==> src/rtl/pio_pkg.sv <==
// Shared constants for the debounced input PIO: register addresses, counter width and
// edge-select bit positions.
package pio_pkg;

  localparam int unsigned DB_W = 16;

  localparam logic [2:0] PIO_ADDR_DATA  = 3'd0;
  localparam logic [2:0] PIO_ADDR_RAW   = 3'd1;
  localparam logic [2:0] PIO_ADDR_MASK  = 3'd2;
  localparam logic [2:0] PIO_ADDR_EDGE  = 3'd3;
  localparam logic [2:0] PIO_ADDR_RISE  = 3'd4;
  localparam logic [2:0] PIO_ADDR_FALL  = 3'd5;
  localparam logic [2:0] PIO_ADDR_DBTHR = 3'd6;

  // Bit positions within a per-pin edge event vector.
  localparam int unsigned EDGE_RISE = 0;
  localparam int unsigned EDGE_FALL = 1;

  typedef logic [DB_W-1:0] db_cnt_t;

endpackage

==> src/rtl/pio_in_debounced_if.sv <==
// Avalon-MM slave bus bundle for the debounced input PIO.
interface pio_in_debounced_if;

  logic [2:0]  address;
  logic        chipselect;
  logic        write_n;
  logic [31:0] writedata;
  logic [31:0] readdata;

  modport master (
    output address,
    output chipselect,
    output write_n,
    output writedata,
    input  readdata
  );

  modport slave (
    input  address,
    input  chipselect,
    input  write_n,
    input  writedata,
    output readdata
  );

endinterface

==> src/rtl/pio_debounce_bit.sv <==
// One input pin: synchroniser chain, debounce counter and the rise/fall flip events that
// coincide with the stable-value update.
module pio_debounce_bit
  import pio_pkg::*;
#(
  parameter int unsigned SYNC_STAGES = 2
) (
  input  logic       clk,
  input  logic       reset_n,
  input  logic       pin,
  input  db_cnt_t    thresh,
  output logic       sync,
  output logic       stable,
  output logic [1:0] edge_ev
);

  logic [SYNC_STAGES-1:0] sync_q;
  db_cnt_t                cnt_q, cnt_d;
  logic                   stable_q, stable_d;
  logic                   flip;

  always_ff @(posedge clk or negedge reset_n) begin
    if (!reset_n) begin
      sync_q   <= '0;
      cnt_q    <= '0;
      stable_q <= 1'b0;
    end else begin
      sync_q   <= {sync_q[SYNC_STAGES-2:0], pin};
      cnt_q    <= cnt_d;
      stable_q <= stable_d;
    end
  end

  assign sync   = sync_q[SYNC_STAGES-1];
  assign stable = stable_q;

  // cnt never exceeds thresh while counting, so it cannot wrap.
  always_comb begin
    flip     = (sync != stable_q) && (cnt_q >= thresh);
    cnt_d    = cnt_q;
    stable_d = stable_q;
    if (sync == stable_q) begin
      cnt_d = '0;
    end else if (flip) begin
      stable_d = sync;
      cnt_d    = '0;
    end else begin
      cnt_d = cnt_q + db_cnt_t'(1);
    end
  end

  always_comb begin
    edge_ev            = '0;
    edge_ev[EDGE_RISE] = flip & sync;
    edge_ev[EDGE_FALL] = flip & ~sync;
  end

endmodule

==> src/rtl/pio_in_debounced.sv <==
// Debounced Avalon-MM input PIO: register file, write-1-to-clear edge capture, registered
// read mux and a masked level interrupt.
module pio_in_debounced
  import pio_pkg::*;
#(
  parameter int unsigned    WIDTH       = 2,
  parameter int unsigned    SYNC_STAGES = 2,
  parameter logic [15:0]    DB_RESET    = 16'd0
) (
  input  logic                clk,
  input  logic                reset_n,
  pio_in_debounced_if.slave   bus,
  output logic                irq,
  input  logic [WIDTH-1:0]    in_port
);

  logic [WIDTH-1:0] mask_q, edge_q, edge_d, rise_q, fall_q;
  db_cnt_t          thresh_q;
  logic [31:0]      readdata_q, readdata_d;
  logic [WIDTH-1:0] sync, stable, ev_rise, ev_fall, event_set, w1c;
  logic             wr;

  for (genvar i = 0; i < WIDTH; i++) begin : g_bit
    logic [1:0] edge_ev;
    pio_debounce_bit #(
      .SYNC_STAGES (SYNC_STAGES)
    ) u_bit (
      .clk     (clk),
      .reset_n (reset_n),
      .pin     (in_port[i]),
      .thresh  (thresh_q),
      .sync    (sync[i]),
      .stable  (stable[i]),
      .edge_ev (edge_ev)
    );
    assign ev_rise[i] = edge_ev[EDGE_RISE];
    assign ev_fall[i] = edge_ev[EDGE_FALL];
  end

  assign wr        = bus.chipselect && !bus.write_n;
  assign event_set = (ev_rise & rise_q) | (ev_fall & fall_q);
  assign w1c       = (wr && bus.address == PIO_ADDR_EDGE) ? bus.writedata[WIDTH-1:0] : '0;
  // A new event wins over a same-cycle clear so no edge is lost.
  assign edge_d    = (edge_q & ~w1c) | event_set;

  always_ff @(posedge clk or negedge reset_n) begin
    if (!reset_n) begin
      mask_q   <= '0;
      edge_q   <= '0;
      rise_q   <= '0;
      fall_q   <= '0;
      thresh_q <= DB_RESET;
    end else begin
      edge_q <= edge_d;
      if (wr) begin
        case (bus.address)
          PIO_ADDR_MASK:  mask_q   <= bus.writedata[WIDTH-1:0];
          PIO_ADDR_RISE:  rise_q   <= bus.writedata[WIDTH-1:0];
          PIO_ADDR_FALL:  fall_q   <= bus.writedata[WIDTH-1:0];
          PIO_ADDR_DBTHR: thresh_q <= bus.writedata[DB_W-1:0];
          default: ;
        endcase
      end
    end
  end

  always_comb begin
    readdata_d = '0;
    case (bus.address)
      PIO_ADDR_DATA:  readdata_d[WIDTH-1:0] = stable;
      PIO_ADDR_RAW:   readdata_d[WIDTH-1:0] = sync;
      PIO_ADDR_MASK:  readdata_d[WIDTH-1:0] = mask_q;
      PIO_ADDR_EDGE:  readdata_d[WIDTH-1:0] = edge_q;
      PIO_ADDR_RISE:  readdata_d[WIDTH-1:0] = rise_q;
      PIO_ADDR_FALL:  readdata_d[WIDTH-1:0] = fall_q;
      PIO_ADDR_DBTHR: readdata_d[DB_W-1:0]  = thresh_q;
      default:        readdata_d = '0;
    endcase
  end

  always_ff @(posedge clk or negedge reset_n) begin
    if (!reset_n) begin
      readdata_q <= '0;
    end else begin
      readdata_q <= readdata_d;
    end
  end

  assign bus.readdata = readdata_q;
  assign irq          = |(edge_q & mask_q);

endmodule
==> src/flat_wrapper.sv <==
// flat-port wrapper written by rule: the top's interface ports become plain ports
module pio_in_debounced_flat import pio_pkg::*;
#(
  parameter int unsigned    WIDTH       = 2,
  parameter int unsigned    SYNC_STAGES = 2,
  parameter logic [15:0]    DB_RESET    = 16'd0
)
  (clk, reset_n, irq, in_port, bus_address, bus_chipselect, bus_write_n, bus_writedata, bus_readdata);
  pio_in_debounced_if bus_i ();
  input  logic clk;
  input  logic reset_n;
  output logic irq;
  input  logic [WIDTH-1:0] in_port;
  input wire logic [$bits(bus_i.address)-1:0] bus_address;
  input wire logic [$bits(bus_i.chipselect)-1:0] bus_chipselect;
  input wire logic [$bits(bus_i.write_n)-1:0] bus_write_n;
  input wire logic [$bits(bus_i.writedata)-1:0] bus_writedata;
  output wire logic [$bits(bus_i.readdata)-1:0] bus_readdata;
  assign bus_i.address = bus_address;
  assign bus_i.chipselect = bus_chipselect;
  assign bus_i.write_n = bus_write_n;
  assign bus_i.writedata = bus_writedata;
  assign bus_readdata = bus_i.readdata;
  pio_in_debounced #(.WIDTH(WIDTH), .SYNC_STAGES(SYNC_STAGES), .DB_RESET(DB_RESET)) u_core (.clk(clk), .reset_n(reset_n), .bus(bus_i), .irq(irq), .in_port(in_port));
endmodule
==> config.mk <==
export PLATFORM = sky130hd
export DESIGN_NAME = pio_in_debounced_flat
export DESIGN_NICKNAME = d
export VERILOG_FILES = /design/src/rtl/pio_pkg.sv /design/src/rtl/pio_in_debounced_if.sv /design/src/rtl/pio_debounce_bit.sv /design/src/rtl/pio_in_debounced.sv /design/src/flat_wrapper.sv
export SDC_FILE = /design/constraint.sdc
export NUM_CORES = 1
export LEC_CHECK = 0
export BUFFER_PORTS_ARGS = -buffer_cell sky130_fd_sc_hd__buf_4
export CORE_MARGIN = 2
export CORE_UTILIZATION = 60
export DETAILED_ROUTE_END_ITERATION = 12
export GPL_ROUTABILITY_DRIVEN = 0
export PLACE_DENSITY = 0.88
export SYNTH_ARGS = -nofsm -noshare
export SYNTH_HDL_FRONTEND = slang
export SYNTH_SLANG_ARGS = --single-unit
==> constraint.sdc <==
create_clock -name clk -period 4.4 [get_ports clk]
set_clock_uncertainty 0.05 [all_clocks]
set_input_delay 0.22 -clock clk [delete_from_list [all_inputs] [get_ports clk]]
set_output_delay 0.22 -clock clk [all_outputs]
set_load 0.01 [all_outputs]
Word level (Yosys, flattened, before mapping) --
Index checks and enable logic that the tools add are counted.
Storage, ports and cells: flip-flop bits (word level) 78, bits of input ports 41, word-level logic and storage cells 61
Operators by class: add/sub/neg operators 2, magnitude comparators 2, equal/unequal tests 10, muxes and demuxes 7, bitwise operators 15, reductions and logical operators 13
Operators with widths (count):
- $mux W16 | 4
- $add A16 B1 Y16 const B | 2
- $ge A16 B16 Y1 | 2
- $mux W14 | 1
- $pmux W2 S7 | 1
- $reduce_and A2 Y1 | 6
- $eq A3 B3 Y1 const B | 3
- $and A2 B2 Y2 | 4
- $eq A3 B2 Y1 const B | 2
- $and A1 B1 Y1 | 4
- $logic_and A1 B1 Y1 | 4
- $not A1 Y1 | 4
- $or A2 B2 Y2 | 2
- $eq A3 B1 Y1 const B | 1
- $logic_not A3 Y1 | 1
- $eq A1 B1 Y1 | 2
- $mux W2 | 1
- $ne A1 B1 Y1 | 2
- $not A2 Y2 | 1
- $reduce_or A2 Y1 | 1
- $logic_not A1 Y1 | 1

Depth between registers and ports, before layout --
Gate-level depths: netlist of the first run.
depth after elaboration 7, mapped depth 10, mapped depth without buffers 8

By module --
A second synthesis of the first run with hierarchy kept.
Unflattened totals: cell total of the unflattened synthesis 400, area, all modules 4254.1 µm²
Modules (own cells, without submodules):
- pio_in_debounced | times used 1, cells an instance 129, area each 1725.4 µm², sequential area each 1001.0 µm²
- pio_debounce_bit at u_core.g_bit[1].u_bit | times used 1, cells an instance 134, area each 1267.5 µm², sequential area each 475.5 µm²
- pio_debounce_bit at u_core.g_bit[0].u_bit | times used 1, cells an instance 137, area each 1261.2 µm², sequential area each 475.5 µm²

Worst setup path before layout of the first run --
OpenSTA, ideal clock, no wires.
path kind register -> register, start reg u_core.g_bit[1].u_bit.cnt_q[0], end reg u_core.g_bit[1].u_bit.cnt_q[7], library setup time 69 ps, arrival time 2097 ps, slack 2184 ps, stages on the path, launching flop included 11, buffers on the path 2, clock period less this slack 2216 ps, cell sequence dfrtp_1 inv_1 ha_1 nand2b_4 a2111oi_4 a2111oi_0 a211o_1 nand2b_4 buf_6 buf_8 nor2_4
Between the ends: longest elaborated chain between the ends 4
RTL lines:
- start: declaration | line pio_debounce_bit.sv:18 | db_cnt_t cnt_q, cnt_d;
- start signal: assignment | line pio_debounce_bit.sv:29 | cnt_q <= cnt_d;
- $ge A16 B16 Y1 | line pio_debounce_bit.sv:39 | flip = (sync != stable_q) && (cnt_q >= thresh);
- $logic_and A1 B1 Y1 | line pio_debounce_bit.sv:39
- $mux W16 (*) | line pio_debounce_bit.sv:44 | end else if (flip) begin
- $mux W16 (*) | line pio_debounce_bit.sv:42 | if (sync == stable_q) begin
- via u_core.g_bit[1].u_bit.cnt_d[7] | line pio_debounce_bit.sv:18
The timed path passes the listed nets; every way through them passes the cells marked *. A chain may end at the register's enable or synchronous reset.

Worst setup path after layout of the first run --
start reg u_core.g_bit[0].u_bit.cnt_q[0], end reg u_core.g_bit[0].u_bit.cnt_q[12]
Between the ends: longest elaborated chain between the ends 4
RTL lines (line):
- start: declaration | pio_debounce_bit.sv:18
- start signal: assignment | pio_debounce_bit.sv:29
- $ge A16 B16 Y1 | pio_debounce_bit.sv:39
- $logic_and A1 B1 Y1 | pio_debounce_bit.sv:39
- $mux W16 (*) | pio_debounce_bit.sv:44
- $mux W16 (*) | pio_debounce_bit.sv:42
- via u_core.g_bit[0].u_bit.cnt_d[12] | pio_debounce_bit.sv:18
Marked as above.

==> results of run 1 <==
cell usage after synthesis, types with 3 or more instances:
library cell  instances
clkbuf_1              7
xnor2_1               7
nor2_1               35
and3_1                3
buf_4                16
nand4_1              12
nand2_1              34
a22o_1                3
nor3_1               18
nor2b_1               3
nor2_4                8
nand3_1              15
xor2_1               23
mux2_2                9
and4_1                7
a21oi_1              12
ha_1                 34
inv_1                22
o21ai_0              22
nand3b_1              3
dfrtp_1              78
critical path, cell delays in order, from the launching register on:
cell	delay, ns
dfrtp_1	0.47
inv_1	0.08
ha_1	0.27
nand2b_1	0.14
a2111oi_0	0.49
o31a_1	0.23
nand4_1	0.58
nor2_1	0.29
metrics by stage:
stage / area [µm²] / hold WS, ns / setup WS, ns / total power (µW)
final: 4650 / 0.0204 / 1.71 / 1600
after global placement: 4430 / 0.280 / 1.94 / 1090
after floorplan: 4190 / -0.126 / 2.18 / 1020
after detailed placement: 4430 / 0.281 / 1.78 / 1110
after global routing: 4650 / 0.0267 / 1.52 / 1690
after CTS: 4650 / 0.0131 / 1.73 / 1610
final cells by class:
cell class	count	area (µm²)
timing repair buffer	45	345
clock buffer	12	155
tap	80	100
sequential	78	1950
clock inverter	4	31.3
inverter	22	82.6
fill	485	2070
multi-input combinational	284	1980
registers in the layout, indices dropped and copies added, names as in the netlist:
name / flops
u_core.bus.readdata: 16
u_core.g_bit.u_bit.sync_q: 4
u_core.rise_q: 2
u_core.fall_q: 2
u_core.mask_q: 2
u_core.edge_q: 2
u_core.thresh_q: 16
u_core.g_bit.u_bit.cnt_q: 32
u_core.g_bit.u_bit.stable: 2
what timing repair did:
item                                   4_1_cts  5_1_grt
endpoints found under the hold margin       55        0
hold buffers                                 3        0
buffers inserted                             0        0
power groups by stage:
stage	clock, µW	combinational [µW]	sequential (µW)
2_1_floorplan	0	197	821
3_3_place_gp	0	266	822
3_5_place_dp	0	282	827
4_1_cts	508	290	813
5_1_grt	540	328	821
6_report	500	290	813
metal layers:
metal / up-vias / routed length [µm] / track usage [%] / part of all wire [%]
li1: 1418 / - / - / -
met2: 86 / 4370 / 42.0 / 52
met4: 0 / 112 / 7.95 / 1.3
met5: - / 0 / 0 / 0
met1: 1483 / 3520 / 30.2 / 42
met3: 17 / 370 / 6.64 / 4.4
kinds of logic (layout without fill, tap and decap cells):
group / count (synthesis) / after routing
fa+ha+maj: 34 / 34
mux: 13 / 13
xor+xnor: 30 / 30
flops: 78 / 78
other cells: 1 / 16
compound gates: 47 / 47
simple gates: 144 / 144
buf+inv: 49 / 83
worst min path at each step:
| stage | start | end | depth (start not counted) |
|---|---|---|---|
| floorplan | reset_n | u_core.bus.readdata[0] | 0 |
| global placement | in_port[0] | u_core.g_bit[0].u_bit.sync_q[0] | 1 |
| detailed placement | in_port[0] | u_core.g_bit[0].u_bit.sync_q[0] | 1 |
| CTS | bus_writedata[11] | u_core.thresh_q[11] | 3 |
| global route | bus_writedata[14] | u_core.thresh_q[14] | 3 |
| finish | bus_writedata[7] | u_core.thresh_q[7] | 3 |
==> metrics.md, run 1 <==
| Metric | Value |
|---|---|
| Int Power | 1130 µW |
| Clk sinks | 78 |
| Synthesis-to-layout area growth | 12.3% |
| Vias in the first global route | 3075 |
| Critical Path Source | u_core.g_bit[0].u_bit.cnt_q[0] |
| Required time of the critical path | 4.62 ns |
| Final wirelength | 8380 µm |
| Fin crit period | 2.69 ns |
| Clock share of power | 31.2% |
| CTS tree | built |
| Initial antenna violation count | 0 |
| CTS root buf | clkbuf_8 |
| Hpwl dp | 5960 µm |
| Total Nets Final | 515 |
| CP Max Fanout | 16 |
| Initial DRC count | 175 |
| Reg-to-Reg End | u_core.g_bit[0].u_bit.cnt_q[12] |
| Simple-gate portion of the synthesized area | 18.5% |
| Ys Warns | 0 |
| Placed insts | 506 |
| Synthesized flop and latch total | 78 |
| WP data arrival | 2.91 ns |
| Final setup violating endpoints | 0 |
| Post-layout util | 69.2% |
| Unique masters post-synth | 40 |
| Chip width | 87.0 µm |
| P_sw | 469 µW |
| Hold violation count in the final report | 0 |
| First-pass GRT wire length | 14200 µm |
| Post-DRT Antenna Nets | 0 |
| Mapped Area | 4140 µm² |
| Adder-Cell Fraction of Synth Area | 10.3% |
| Drt first pass iters | 5 |
| Deepest clock path buffer count | 2 |
| Most common cell after layout, fill and taps aside | dfrtp_1 |
| R2r worst-path depth | 7 |
| Max IR drop VDD | 0.217 mV |
| Power density cells | 345 nW/µm² |
| Register-to-register setup slack | 1.71 ns |
| Synth Area in Compound Gates | 7.17% |
| Synth async-reset ratio | 100% |
| Die Ht | 87.0 µm |
| Leak Pwr | 0.00223 µW |
| Status | complete, no violations |
| I/O Buffers | 41 |
| Most frequent cells in the layout | dfrtp_1 (78), buf_4 (42), nor2_1 (35), nand2_1 (34), ha_1 (34) |
| Remaining DRCs | 0 |
| Fmax | 372 MHz |
| Sw Ratio | 29.3% |
| Worst setup EP type | register |
| Slew HR | 36.1% |
| RSZ-0062 raised after global routing | no |
| DR vias/cell | 5.72 |
| Post-synthesis mux area share | 4.02% |
| Largest family of logic cells by synthesized area | simple AND/OR/NAND/NOR gates |
| Combinational fraction of design power | 18.1% |
| Xor/xnor share of the synthesized area | 6.35% |
| Clock insertion delay at the later pin of the skew report | 0.36 ns |
| Avg Inst Size Synth | 10.4 µm² |
| CTS clock-pin slew for the worst setup and hold paths | 0.08 ns |
| TritonCTS Buffers | 9 |
| Total track usage | 24.6% |
| Starting Density | 61.6% |
| Post-synth top flop | dfrtp_1 |
| Inserted Diodes | 0 |
| Synth Instances | 396 |
| Vias | 3004 |
| Post-synth EDFFs | 0 |
| Fin cells | 525 |
| Synth area leader | dfrtp_1 |
| Worst hold path type | input port to register |
| Setup TNS Final | 0 ns |
| Startpoint Class | register |
| Critical path type | register to register |
| H-tree levels | 3 |
| Slew Limit Fails | 0 |
| Post_cts resized | 0 |
| Post-synth top area share | 47.2% |
| Maxcap violations | 0 |
| Routed len/inst | 16.0 µm |
| IO Pins | 74 |
| Final worst-path cycle share | 61.0% |
| Number of core rows | 30 |
| Register area share after synthesis | 47.2% |
| Sequential Power Share | 50.7% |
| Worst-margin pin slew | 0.958 ns |
| Die ar. | 7570 µm² |
| Overflow after GRT | 0 |
| Synth area leaders | dfrtp_1 (47%), ha_1 (10%), xor2_1 (4.9%) |
| Core area | 6720 µm² |
| Fraction of layout cells with a size suffix above 1 | 18.4% |
| RR Startpoint | u_core.g_bit[0].u_bit.cnt_q[0] |
| Crit path to | u_core.g_bit[0].u_bit.cnt_q[12] |
| Pin count of the biggest net entering global routing | 79 |
Note: power is estimated with default switching activity, not from simulation.
==> run 2: changes to the inputs <==
CORE_UTILIZATION = 56   (was 60)
PLACE_DENSITY = 0.83   (was 0.88)
clock period = 2.6 ns   (was 4.4 ns; I/O delays follow)
==> run 2 against run 1 <==
Effect of this change: core utilization fell by 2.0 points; worst hold slack improved by 0.092 ns; via count down 0.63%; sequential share of layout area fell by 1.7 points; critical path type unchanged.
==> metrics.md, run 2 (synthesized netlist as in run 1, its figures left out) <==
| Metric | Value |
|---|---|
| P_sw | 776 µW (+65%) |
| CP Max Fanout | 16 (unchanged) |
| Core area | 7210 µm² (+7.4%) |
| Worst hold path type | input port to register |
| Clk sinks | 78 (unchanged) |
| Pin count of the biggest net entering global routing | 79 (unchanged) |
| Deepest clock path buffer count | 2 (unchanged) |
| Most frequent cells in the layout | dfrtp_1 (78), buf_4 (44), nor2_1 (35), nand2_1 (34), ha_1 (34) |
| Inserted Diodes | 0 (unchanged) |
| Fillers | 538 (+11%) |
| TritonCTS Buffers | 9 (unchanged) |
| Total track usage | 21.9% (-2.6 points) |
| Storage element area | 1950 µm² (unchanged) |
| Startpoint Class | register |
| Total Nets Final | 533 (+3.5%) |
| Slew HR | 38.0% (+1.9 points) |
| I/O Buffers | 41 (unchanged) |
| Int Power | 2000 µW (+77%) |
| Dpl cell area | 4470 µm² (+0.88%) |
| Pwr Total | 2780 µW (+73%) |
| Synthesis-to-layout area growth | 17.2% |
| Routed len/inst | 14.7 µm (-7.7%) |
| First-pass GRT wire length | 14300 µm (+0.29%) |
| Drt first pass iters | 4 (-1) |
| Max IR drop VDD | 0.333 mV (+54%) |
| Overflow after GRT | 0 (unchanged) |
| Clock insertion delay at the later pin of the skew report | 0.35 ns (about the same) |
| IO Pins | 74 (unchanged) |
| Vias | 2985 (-0.63%) |
| Fraction of layout cells with a size suffix above 1 | 18.0% (-0.46 points) |
| Fin cells | 561 (+6.9%) |
| Worst-margin pin slew | 0.929 ns (-0.0287 ns) |
| Chip width | 89.9 µm (+3.3%) |
| Initial antenna violation count | 0 (unchanged) |
| WP data arrival | 2.63 ns (-0.28 ns) |
| Final wirelength | 8260 µm (-1.4%) |
| Required time of the critical path | 2.77 ns (-1.85 ns) |
| Design area | 4850 µm² (+4.3%) |
| DR vias/cell | 5.32 (-7.0%) |
| Maxcap violations | 0 (unchanged) |
| Clock share of power | 31.9% (+0.7 points) |
| Remaining DRCs | 0 (unchanged) |
| Status | complete, no violations |
| Power density cells | 573 nW/µm² (+66%) |
| RSZ-0062 raised after global routing | no |
| Post-layout util | 67.2% (-2.0 points) |
| Placed insts | 527 (+4.2%) |
| Sequential Power Share | 49.6% (-1.1 points) |
| Leak Pwr | 0.00232 µW (+3.9%) |
| Fin crit period | 2.46 ns (-0.231 ns) |
| Final worst-path cycle share | 94.4% (+33 points) |
| Hpwl dp | 5780 µm (-3.0%) |
| Starting Density | 57.3% (-4.2 points) |
| Final setup violating endpoints | 0 (unchanged) |
| CTS clock-pin slew for the worst setup and hold paths | 0.08 ns (about the same) |
| Post-DRT Antenna Nets | 0 (unchanged) |
| Sw Ratio | 27.9% (-1.3 points) |
| Area occupied by multi-input gates | 1980 µm² (unchanged) |
| Reg with most FFs | u_core.g_bit.u_bit.cnt_q |
| Die ar. | 8090 µm² (+6.8%) |
| Initial DRC count | 178 (+1.7%) |
| Worst setup EP type | register |
| CTS root buf | clkbuf_8 |
| Slew Limit Fails | 0 (unchanged) |
| Vias in the first global route | 3038 (-1.2%) |
| CTS tree | built |
| Most common cell after layout, fill and taps aside | dfrtp_1 |
| Setup TNS Final | 0 ns (unchanged) |
| Critical path type | register to register |
| Hold violation count in the final report | 0 (unchanged) |
| Die Ht | 89.9 µm (+3.3%) |
| H-tree levels | 3 (unchanged) |
| Fmax | 407 MHz (+9.4%) |
| Largest register FFs | 32 (unchanged) |
| Combinational fraction of design power | 18.5% (+0.4 points) |
| Number of core rows | 31 (+3.3%) |
-- run 2: cell count changes in the layout (fill, tap and decap cells not counted), moves of 2 or more --
cell           previous run  this run
clkinvlp_4                3         1
clkinv_2                  0         2
buf_4                    42        44
dlygate4sd3_1             3        19
-- run 2: layer usage --
| layer | vias to the layer above | share of wire, % | track usage (%) | wire length (µm) |
|---|---|---|---|---|
| met5 | - | 0 | 0 | 0 |
| met4 | 0 | 2.8 | 9.87 | 229 |
| met3 | 24 | 3.8 | 5.03 | 310 |
| met2 | 64 | 49 | 34.7 | 4040 |
| met1 | 1448 | 44 | 29.2 | 3670 |
| li1 | 1449 | - | - | - |
-- run 2: layout make-up --
class                           instances  share of cell area (%)
Multi-Input combinational cell        284                    40.9
Sequential cell                        78                    40.3
Timing Repair Buffer                   63                    10.7
Clock buffer                           11                    2.92
Tap cell                               99                    2.55
Inverter                               22                    1.70
Clock inverter                          4                   0.981
-- run 2: worst max-delay path, stage by stage (launching register included) --
cell and delay [ns]:
dfrtp_1 0.44, ha_1 0.34, and4_1 0.23, nand2_1 0.09, a2111oi_0 0.45, a211o_1 0.25, nand2b_4 0.36, nor2_1 0.10
-- run 2: stage by stage --
stage               hold slack, ns  setup slack (ns)
finish                       0.112             0.145
global route                 0.116            0.0813
CTS                         0.0936             0.190
detailed placement           0.191             0.213
global placement             0.190             0.288
floorplan                   -0.216             0.384
-- run 2: power by group through the flow --
| stage | Sequential, µW | Combinational, µW | Clock [µW] |
|---|---|---|---|
| final | 1380 | 514 | 887 |
| after global routing | 1390 | 574 | 972 |
| after CTS | 1370 | 509 | 902 |
| after detailed placement | 1400 | 481 | 0 |
| after global placement | 1390 | 459 | 0 |
| after floorplan | 1390 | 333 | 0 |
-- run 2: timing repair --
| action | CTS | global route |
|---|---|---|
| hold buffers | 19 | 0 |
| endpoints found under the hold margin | 100 | 0 |
| resized for setup | 0 | 0 |
| setup buffers | 0 | 0 |
| setup endpoints to repair | 0 | 0 |
-- run 2: path summary, 6_finish.rpt --
kind	from	end	slack [ns]	cells past startpoint
worst max register to register	u_core.g_bit[1].u_bit.cnt_q[11]	u_core.g_bit[1].u_bit.cnt_q[5]	0.14	7
min in group asynchronous	reset_n	u_core.g_bit[1].u_bit.sync_q[1]	0.42	2
worst min register to register	u_core.g_bit[1].u_bit.sync_q[0]	u_core.g_bit[1].u_bit.sync_q[1]	0.31	0
worst min-delay path	bus_address[0]	u_core.bus.readdata[1]	0.11	2
max in group asynchronous	reset_n	u_core.thresh_q[7]	1.49	2
worst max-delay path	u_core.g_bit[1].u_bit.cnt_q[11]	u_core.g_bit[1].u_bit.cnt_q[5]	0.14	7
